$ cat config.mk
export PLATFORM = sky130hd
export DESIGN_NAME = uart_rx_frame_ctrl
export DESIGN_NICKNAME = d
export VERILOG_FILES = /design/src/rtl/uart_rx_frame_ctrl.sv
export SDC_FILE = /design/constraint.sdc
export NUM_CORES = 1
export LEC_CHECK = 0
export ABC_CLOCK_PERIOD_IN_PS = 5700
export CAP_MARGIN = 20
export CORE_MARGIN = 5
export CORE_UTILIZATION = 60
export CTS_CLUSTER_DIAMETER = 200
export DETAILED_ROUTE_END_ITERATION = 10
export DONT_BUFFER_PORTS = 1
export GPL_ROUTABILITY_DRIVEN = 0
export HOLD_SLACK_MARGIN = 0.05
export PLACE_DENSITY = 0.78
export SLEW_MARGIN = 20
export SYNTH_ARGS = -nofsm -noshare
export SYNTH_HDL_FRONTEND = slang
export SYNTH_SLANG_ARGS = --single-unit
export TNS_END_PERCENT = 50
$ cat constraint.sdc
create_clock -name i_clk -period 5.7 [get_ports i_clk]
set_input_delay 0.57 -clock i_clk [delete_from_list [all_inputs] [get_ports i_clk]]
set_output_delay 0.57 -clock i_clk [all_outputs]
set_load 0.1 [all_outputs]
$ cat src/rtl/uart_rx_frame_ctrl.sv
// Frame controller behind the UART receiver: parses SYNC/ADDR/LEN/payload/CSUM
// frames, verifies the checksum and replays valid payloads as byte writes.
module uart_rx_frame_ctrl #(
    parameter int unsigned CLKS_PER_BIT = 868,
    parameter int unsigned TIMEOUT_BITS = 20,
    parameter int unsigned MAX_LEN      = 16,
    parameter logic [7:0]  SYNC_BYTE    = 8'hA5
) (
    input  logic       i_clk,
    input  logic       i_rst_n,
    input  logic       i_rx_dv,
    input  logic [7:0] i_rx_byte,
    output logic       o_wr_valid,
    output logic [7:0] o_wr_addr,
    output logic [7:0] o_wr_data,
    input  logic       i_wr_ready,
    output logic       o_frame_done,
    output logic       o_frame_err,
    output logic [1:0] o_err_code,
    output logic       o_busy
);

    localparam int unsigned TIMEOUT_CLKS = CLKS_PER_BIT * TIMEOUT_BITS;
    localparam int unsigned TMO_W        = (TIMEOUT_CLKS > 1) ? $clog2(TIMEOUT_CLKS) : 1;
    localparam int unsigned IDX_W        = (MAX_LEN > 1) ? $clog2(MAX_LEN) : 1;

    localparam logic [1:0] ERR_TIMEOUT = 2'b01;
    localparam logic [1:0] ERR_LEN     = 2'b10;
    localparam logic [1:0] ERR_CSUM    = 2'b11;

    typedef enum logic [2:0] {
        S_IDLE,
        S_ADDR,
        S_LEN,
        S_PAYLOAD,
        S_CSUM,
        S_WRITE,
        S_DONE
    } state_e;

    state_e           state_q, state_d;
    logic [7:0]       addr_q, addr_d;
    logic [7:0]       len_q, len_d;
    logic [7:0]       idx_q, idx_d;
    logic [7:0]       sum_q, sum_d;
    logic [TMO_W-1:0] tmo_q, tmo_d;
    logic             wr_valid_q, wr_valid_d;
    logic [7:0]       wr_addr_q, wr_addr_d;
    logic [7:0]       wr_data_q, wr_data_d;
    logic             frame_done_q, frame_done_d;
    logic             frame_err_q, frame_err_d;
    logic [1:0]       err_code_q, err_code_d;
    logic             busy_q, busy_d;

    logic [7:0]       buf_q [MAX_LEN];
    logic             buf_we;
    logic             timed;
    logic [7:0]       sum_add;

    // Next-state and registered-output logic
    always_comb begin
        state_d      = state_q;
        addr_d       = addr_q;
        len_d        = len_q;
        idx_d        = idx_q;
        sum_d        = sum_q;
        tmo_d        = tmo_q;
        wr_valid_d   = wr_valid_q;
        wr_addr_d    = wr_addr_q;
        wr_data_d    = wr_data_q;
        frame_done_d = 1'b0;
        frame_err_d  = 1'b0;
        err_code_d   = err_code_q;
        buf_we       = 1'b0;
        sum_add      = sum_q + i_rx_byte;

        timed = (state_q == S_ADDR) || (state_q == S_LEN) ||
                (state_q == S_PAYLOAD) || (state_q == S_CSUM);

        if (!timed || i_rx_dv) begin
            tmo_d = '0;
        end else begin
            tmo_d = tmo_q + TMO_W'(1);
        end

        case (state_q)
            S_IDLE: begin
                idx_d = 8'd0;
                if (i_rx_dv && (i_rx_byte == SYNC_BYTE)) begin
                    state_d = S_ADDR;
                end
            end
            S_ADDR: begin
                if (i_rx_dv) begin
                    addr_d  = i_rx_byte;
                    sum_d   = i_rx_byte;
                    state_d = S_LEN;
                end
            end
            S_LEN: begin
                if (i_rx_dv) begin
                    len_d = i_rx_byte;
                    sum_d = sum_add;
                    idx_d = 8'd0;
                    if (32'(i_rx_byte) > MAX_LEN) begin
                        frame_err_d = 1'b1;
                        err_code_d  = ERR_LEN;
                        state_d     = S_IDLE;
                    end else if (i_rx_byte == 8'd0) begin
                        state_d = S_CSUM;
                    end else begin
                        state_d = S_PAYLOAD;
                    end
                end
            end
            S_PAYLOAD: begin
                if (i_rx_dv) begin
                    buf_we = 1'b1;
                    sum_d  = sum_add;
                    if (idx_q == len_q - 8'd1) begin
                        state_d = S_CSUM;
                    end else begin
                        idx_d = idx_q + 8'd1;
                    end
                end
            end
            S_CSUM: begin
                if (i_rx_dv) begin
                    idx_d = 8'd0;
                    if (sum_add != 8'd0) begin
                        frame_err_d = 1'b1;
                        err_code_d  = ERR_CSUM;
                        state_d     = S_IDLE;
                    end else if (len_q == 8'd0) begin
                        frame_done_d = 1'b1;
                        err_code_d   = 2'b00;
                        state_d      = S_DONE;
                    end else begin
                        wr_valid_d = 1'b1;
                        wr_addr_d  = addr_q;
                        wr_data_d  = buf_q[IDX_W'(0)];
                        state_d    = S_WRITE;
                    end
                end
            end
            S_WRITE: begin
                // idx_q is the index of the word currently presented
                if (wr_valid_q && i_wr_ready) begin
                    if (idx_q == len_q - 8'd1) begin
                        wr_valid_d   = 1'b0;
                        frame_done_d = 1'b1;
                        err_code_d   = 2'b00;
                        state_d      = S_DONE;
                    end else begin
                        idx_d     = idx_q + 8'd1;
                        wr_addr_d = wr_addr_q + 8'd1;
                        wr_data_d = buf_q[IDX_W'(idx_q + 8'd1)];
                    end
                end
            end
            S_DONE: begin
                state_d = S_IDLE;
            end
            default: begin
                state_d = S_IDLE;
            end
        endcase

        // A byte in the same cycle always beats the timeout
        if (timed && !i_rx_dv && (tmo_q == TMO_W'(TIMEOUT_CLKS - 1))) begin
            frame_err_d = 1'b1;
            err_code_d  = ERR_TIMEOUT;
            state_d     = S_IDLE;
            tmo_d       = '0;
        end

        busy_d = (state_d != S_IDLE);
    end

    always_ff @(posedge i_clk or negedge i_rst_n) begin
        if (!i_rst_n) begin
            state_q      <= S_IDLE;
            addr_q       <= 8'd0;
            len_q        <= 8'd0;
            idx_q        <= 8'd0;
            sum_q        <= 8'd0;
            tmo_q        <= '0;
            wr_valid_q   <= 1'b0;
            wr_addr_q    <= 8'd0;
            wr_data_q    <= 8'd0;
            frame_done_q <= 1'b0;
            frame_err_q  <= 1'b0;
            err_code_q   <= 2'b00;
            busy_q       <= 1'b0;
        end else begin
            state_q      <= state_d;
            addr_q       <= addr_d;
            len_q        <= len_d;
            idx_q        <= idx_d;
            sum_q        <= sum_d;
            tmo_q        <= tmo_d;
            wr_valid_q   <= wr_valid_d;
            wr_addr_q    <= wr_addr_d;
            wr_data_q    <= wr_data_d;
            frame_done_q <= frame_done_d;
            frame_err_q  <= frame_err_d;
            err_code_q   <= err_code_d;
            busy_q       <= busy_d;
        end
    end

    // Payload buffer, contents need no reset
    always_ff @(posedge i_clk) begin
        if (buf_we) begin
            buf_q[IDX_W'(idx_q)] <= i_rx_byte;
        end
    end

    assign o_wr_valid   = wr_valid_q;
    assign o_wr_addr    = wr_addr_q;
    assign o_wr_data    = wr_data_q;
    assign o_frame_done = frame_done_q;
    assign o_frame_err  = frame_err_q;
    assign o_err_code   = err_code_q;
    assign o_busy       = busy_q;

endmodule

Word level (Yosys, flattened, before mapping)
Memory sizes are Yosys's and may differ from the RTL's.
Index checks and enable logic that the tools add are counted.
{"block": "totals", "reg_bits": 72, "ramBits": 128, "output_inout_bits": 22, "word_cells": 139, "memories": 1}
{"block": "op_classes", "add_sub_neg": 5, "n_lt_le_gt_ge": 1, "eq_ne": 24, "muxes": 67, "n_reduce_logical": 28}
{"name": "buf_q", "depth": 16, "width": 8, "read_ports": 2, "rd_ports_with_merged_regs": 0, "wr": 1, "line_no": "55", "text": "logic [7:0] buf_q [MAX_LEN];"}
{"cell": "two-way mux 8 bit", "count": 16}
{"cell": "case mux 8 bit (2 select lines)", "count": 3}
{"cell": "two-way mux 3 bit", "count": 12}
{"cell": "case mux 8 bit (4 select lines)", "count": 1}
{"cell": "two-way mux 15 bit", "count": 2}
{"cell": "two-way mux 1 bit", "count": 19}
{"cell": "two-way mux 2 bit", "count": 9}
{"cell": "case mux 3 bit (6 select lines)", "count": 1}
{"cell": "adder 8 x 1 -> 8 bit (second input constant)", "count": 2}
{"cell": "logical NOT 8 bit", "count": 2}
{"cell": "!= test 2 bit (second input constant)", "count": 8}
{"cell": "adder 15 x 1 -> 15 bit (second input constant)", "count": 1}
{"cell": "== test 15 bit (second input constant)", "count": 1}
{"cell": "AND reduction 6 bit", "count": 2}
{"cell": "adder 8 bit", "count": 1}
{"cell": "== test 8 bit", "count": 1}
{"cell": "== test 8 bit (second input constant)", "count": 1}
{"cell": "> comparator 8 x 5 -> 1 bit (second input constant)", "count": 1}
{"cell": "nonzero test 4 bit", "count": 2}
{"cell": "nonzero test 8 bit", "count": 1}
{"cell": "subtractor 8 x 1 -> 8 bit (second input constant)", "count": 1}
{"cell": "AND reduction 7 bit", "count": 1}
{"cell": "== test 3 x 2 -> 1 bit (second input constant)", "count": 2}
{"cell": "== test 3 bit (second input constant)", "count": 2}
{"cell": "other kinds (18)", "count": 33}

Logic depth before layout (Yosys ltp)
{"block": "logic_depth", "ltp_word": 8, "ltp_mapped": 12}

Least setup slack after synthesis
Ideal clock, no wire load.
{"block": "synth_path", "path_type": "input to register", "start": "in i_rx_byte[0]", "end": "reg wr_addr_q[1], in the netlist o_wr_addr[1]", "t_arrival_ns": 3.251, "slack_ns": 2.322, "cell_stages": 12, "n_path_buf": 2, "path_cell_list": "ha_1 -> inv_1 -> fa_1 -> nor2b_1 -> o22ai_1 -> xnor2_1 -> or4_4 -> or3_1 -> buf_6 -> a21oi_4 -> buf_6 -> mux2_4"}
{"block": "synth_via", "elab_chain_cells": 4}
{"element": "start: declaration", "line_no": "12", "text": "input logic [7:0] i_rx_byte,"}
{"element": "adder 8 bit", "line_no": "75", "text": "sum_add = sum_q + i_rx_byte;"}
{"element": "nonzero test 8 bit", "line_no": "130", "text": "if (sum_add != 8'd0) begin"}
{"element": "!= test 2 bit (no line)"}
{"element": "AND reduction 6 bit (no line)"}
{"element": "end signal: assignment", "line_no": "203", "text": "wr_addr_q <= wr_addr_d;"}
{"element": "end: declaration", "line_no": "48", "text": "logic [7:0] wr_addr_q, wr_addr_d;"}
Every way passes these cells.
A chain may end at the register's enable or synchronous reset.

Worst setup path in the final report
{"block": "layout_path", "start": "reg sum_q[0]", "end": "reg wr_data_q[0], in the netlist o_wr_data[0]"}
{"block": "layout_via", "elab_chain_cells": 4}
{"element": "start: declaration", "line_no": "45", "text": "logic [7:0] sum_q, sum_d;"}
{"element": "start signal: assignment", "line_no": "200", "text": "sum_q <= sum_d;"}
{"element": "adder 8 bit", "line_no": "75"}
{"element": "nonzero test 8 bit", "line_no": "130"}
{"element": "!= test 2 bit (no line)"}
{"element": "AND reduction 6 bit (no line)"}
{"element": "end signal: assignment", "line_no": "204", "text": "wr_data_q <= wr_data_d;"}
{"element": "end: declaration", "line_no": "49", "text": "logic [7:0] wr_data_q, wr_data_d;"}
Every way passes these cells.

==> results by group <==
Detailed routing
  – DR pass1 iterations: 5
  – Via count: between 5000 and 6000
  – Drc violations: 0
  – Routed wire length: 21.0 mm
  – Wirelength per Cell: 23.4 um
  – Vias per cell: roughly 6.6
  – Initial DRC count: 588
  – ANT nets after route: 0

Final layout
  – Share of layout cells above drive strength 1: roughly 18%
  – Layout fillers: 1034
  – ANT cells: 0
  – Area added between synthesis and finish: 8.83%
  – Final instance area: 10100 sq um
  – Nets: 723

STA
  – Tmin final: 3.69 ns
  – Fin crit share: 64.8%
  – Tightest Pin Transition: roughly 1.1 ns
  – Clock skew: ~0.0092 ns
  – RSZ-0062 raised after global routing: no
  – Post-Route Setup TNS: 0 ns
  – Slew HR: 25.4%
  – Achievable Freq: 0.271 GHz
  – Final setup fails: 0
  – Max Slew Vio Count: 0
  – Final hold violation count: 0

Yosys
  – Post-Syn Area: 9310 sq um
  – Area contributors post-synth: edfxtp_1 41%, dfrtp_1 19%, mux4_2 9.7%, nand2_1 3.1%, mux2_2 2.5%
  – Unique cell type count in the Yosys netlist: slightly above 60
  – EDFF count, synth: 128
  – Syn Nets: 720
  – Mapped Cells: slightly below 700
  – Leading area contributor after synthesis: edfxtp_1
  – Synth Register Bits: 200
  – Register area share after synthesis: about three fifths
  – Top_reg_cell synth: edfxtp_1
  – Ys Warns: 0
  – Top cell type's share of synthesized area: 41.3%
  – Synth async-reset ratio: between 30% and 40%
  – Most common cell in the netlist: edfxtp_1
  – Syn avg cell area: 13.5 sq um
  – Most frequent cells after synthesis: 128 x edfxtp_1, 78 x nand2_1, 72 x dfrtp_1, 46 x nor2_1, 40 x mux4_2

Clocking
  – CTS root buffer: clkbuf_16
  – CTS Buffer Depth: 2
  – Clock Latency Late Sink: 0.44 ns
  – Num Clock Sinks: 200
  – Reg clk slew, reported paths: 0.07 ns
  – Maximum level of the CTS H-tree: 4
  – CTS Buf Count: 17
  – TritonCTS clock tree: built

Global routing
  – Total track usage: 24.5%
  – Initial antenna violation count: 0
  – Vias in the first global route: 5820
  – Grt ovf: 0
  – First-pass GRT wire length: 33.3 mm
  – Pin count of the biggest net entering global routing: 73

Pwr
  – LEAKAGE: 3.67 nW
  – Worst vdd ir: 0.225 mV
  – PnR Total Power: 2.86 mW
  – PwrDens: 282 nW/um^2

Floorplanning
  – Die height: 135 um
  – Initial Util: a little over 60%
  – I/O pin count: 34
  – Die width: between 100 and 150 um
  – Row cnt: 45
  – Core Footprint: 15200 sq um
  – Die Area: 18100 sq um

Critical path
  – Worst setup SP type: flop
  – Max incr delay on CP: 0.56 ns
  – CP Class: flop to flop
  – Critical path peak fanout: 16
  – CP endpoint kind: flop
  – CP Data Arrival Time: roughly 4 ns
  – Slowest CP cell: or3_1
  – Buf/Inv on CP: 1
  – WP data required: ~6.0 ns
  – Critical path's top delay family: simple AND/OR/NAND/NOR gates
  – Cells along the critical path: ha_1 > inv_1 > fa_1 > nor2b_1 > o22ai_1 > xnor2_1 > or4_4 > or3_1 > a21oi_4 > mux2_2

Outcome
  – Status: finished, final reports clean

Min path
  – HP Class: primary input to flop

Placed design
  – DP HPWL: 13.6 mm
  – Placement Cell Area: 9510 sq um
  – Port bufs: 0

Flow run
  – Max-Cap Viols: 0
==> flip-flops by register name (all words and copies together) (netlist names) <==
name and flops:
buf_q 128, tmo_q 15, addr_q 8, idx_q 8, len_q 8, o_wr_addr 8, o_wr_data 8, sum_q 8
state_q 3, o_err_code 2, o_busy 1, o_frame_done 1, o_frame_err 1, o_wr_valid 1
==> worst paths after layout <==
path | from | to | slack [ns] | depth (start not counted)
min | i_rx_byte[0] | buf_q[1][0] | 0.23 | 0
max reg2reg | sum_q[0] | o_wr_data[0] | 2.01 | 10
max in group asynchronous | i_rst_n | idx_q[0] | 4.70 | 2
min reg2reg | tmo_q[0] | tmo_q[0] | 0.47 | 1
min in group asynchronous | i_rst_n | o_wr_data[7] | 0.67 | 2
max | sum_q[0] | o_wr_data[0] | 2.01 | 10
==> worst register-to-register path, stage by stage (launching register included) <==
cell and delay, ns:
dfrtp_1 0.34, ha_1 0.21, inv_1 0.08, fa_1 0.42, nor2b_1 0.26, o22ai_1 0.15
xnor2_1 0.18, or4_4 0.44, or3_1 0.56, a21oi_4 0.54, mux2_2 0.41
==> where the power goes <==
part / switching, mW / internal [mW]
clock network: 0.523 / 0.646
logic: 0.0694 / 0.0459
registers: 0.0188 / 1.56
==> routing by layer <==
metal	vias to the layer above	GRT usage [%]	part of all wire [%]
met4	0	5.49	1.1
met1	2978	34.5	42
met5	-	0	0
met2	271	39.4	50
met3	27	6.15	7.5
li1	2617	-	-
==> area by class of cell <==
cell class,instances,area [sq um],share of cell area (%)
flip-flops and latches,200,5650,55.7
multi-input cells,444,3490,34.5
clock buffers,23,520,5.14
well taps,188,235,2.32
repair buffers,10,97.6,0.963
inverters,22,82.6,0.815
clock inverters,9,58.8,0.580
==> placed cells by master (no fill, tap or decap), drive strengths merged, types with 6 or more instances in the layout <==
master | Yosys | layout
a21oi | 28 | 28
a2bb2oi | 7 | 7
buf | 8 | 9
clkbuf | 18 | 23
dfrtp | 72 | 72
edfxtp | 128 | 128
ha | 15 | 15
inv | 21 | 24
mux2 | 24 | 24
mux4 | 40 | 40
nand2 | 78 | 78
nand2b | 10 | 10
nand3 | 20 | 20
nand4 | 7 | 7
nor2 | 46 | 46
nor3 | 14 | 14
o211ai | 6 | 6
o21ai | 33 | 33
o22ai | 9 | 9
or2 | 7 | 7
or3 | 9 | 9
xnor2 | 16 | 16
xor2 | 10 | 10
==> logic make-up after synthesis <==
| logic type | synth area share (%) |
|---|---|
| buf+inv | 2.14 |
| compound gates | 8.32 |
| flops | 60.6 |
| mux | 12.9 |
| simple gates | 11.3 |
| fa+ha+maj | 2.23 |
| xor+xnor | 2.45 |
==> stage by stage <==
stage                     hold slack, ns  util, %  instances  setup WS (ns)
after floorplan                    0.274        -        692           2.32
after global placement             0.276     62.4        860           1.99
after detailed placement           0.276     62.6        862           1.83
after CTS                          0.209     66.6        896           2.05
after global routing               0.203     66.7        896           1.82
final                              0.227     66.7        896           2.01
==> repair_timing <==
item / CTS / global route
hold buffers: 2 / 0
buffers inserted: 0 / 0
resized for setup: 0 / 0
hold endpoints to repair: 72 / 0
(Power assumes the default switching activity.)
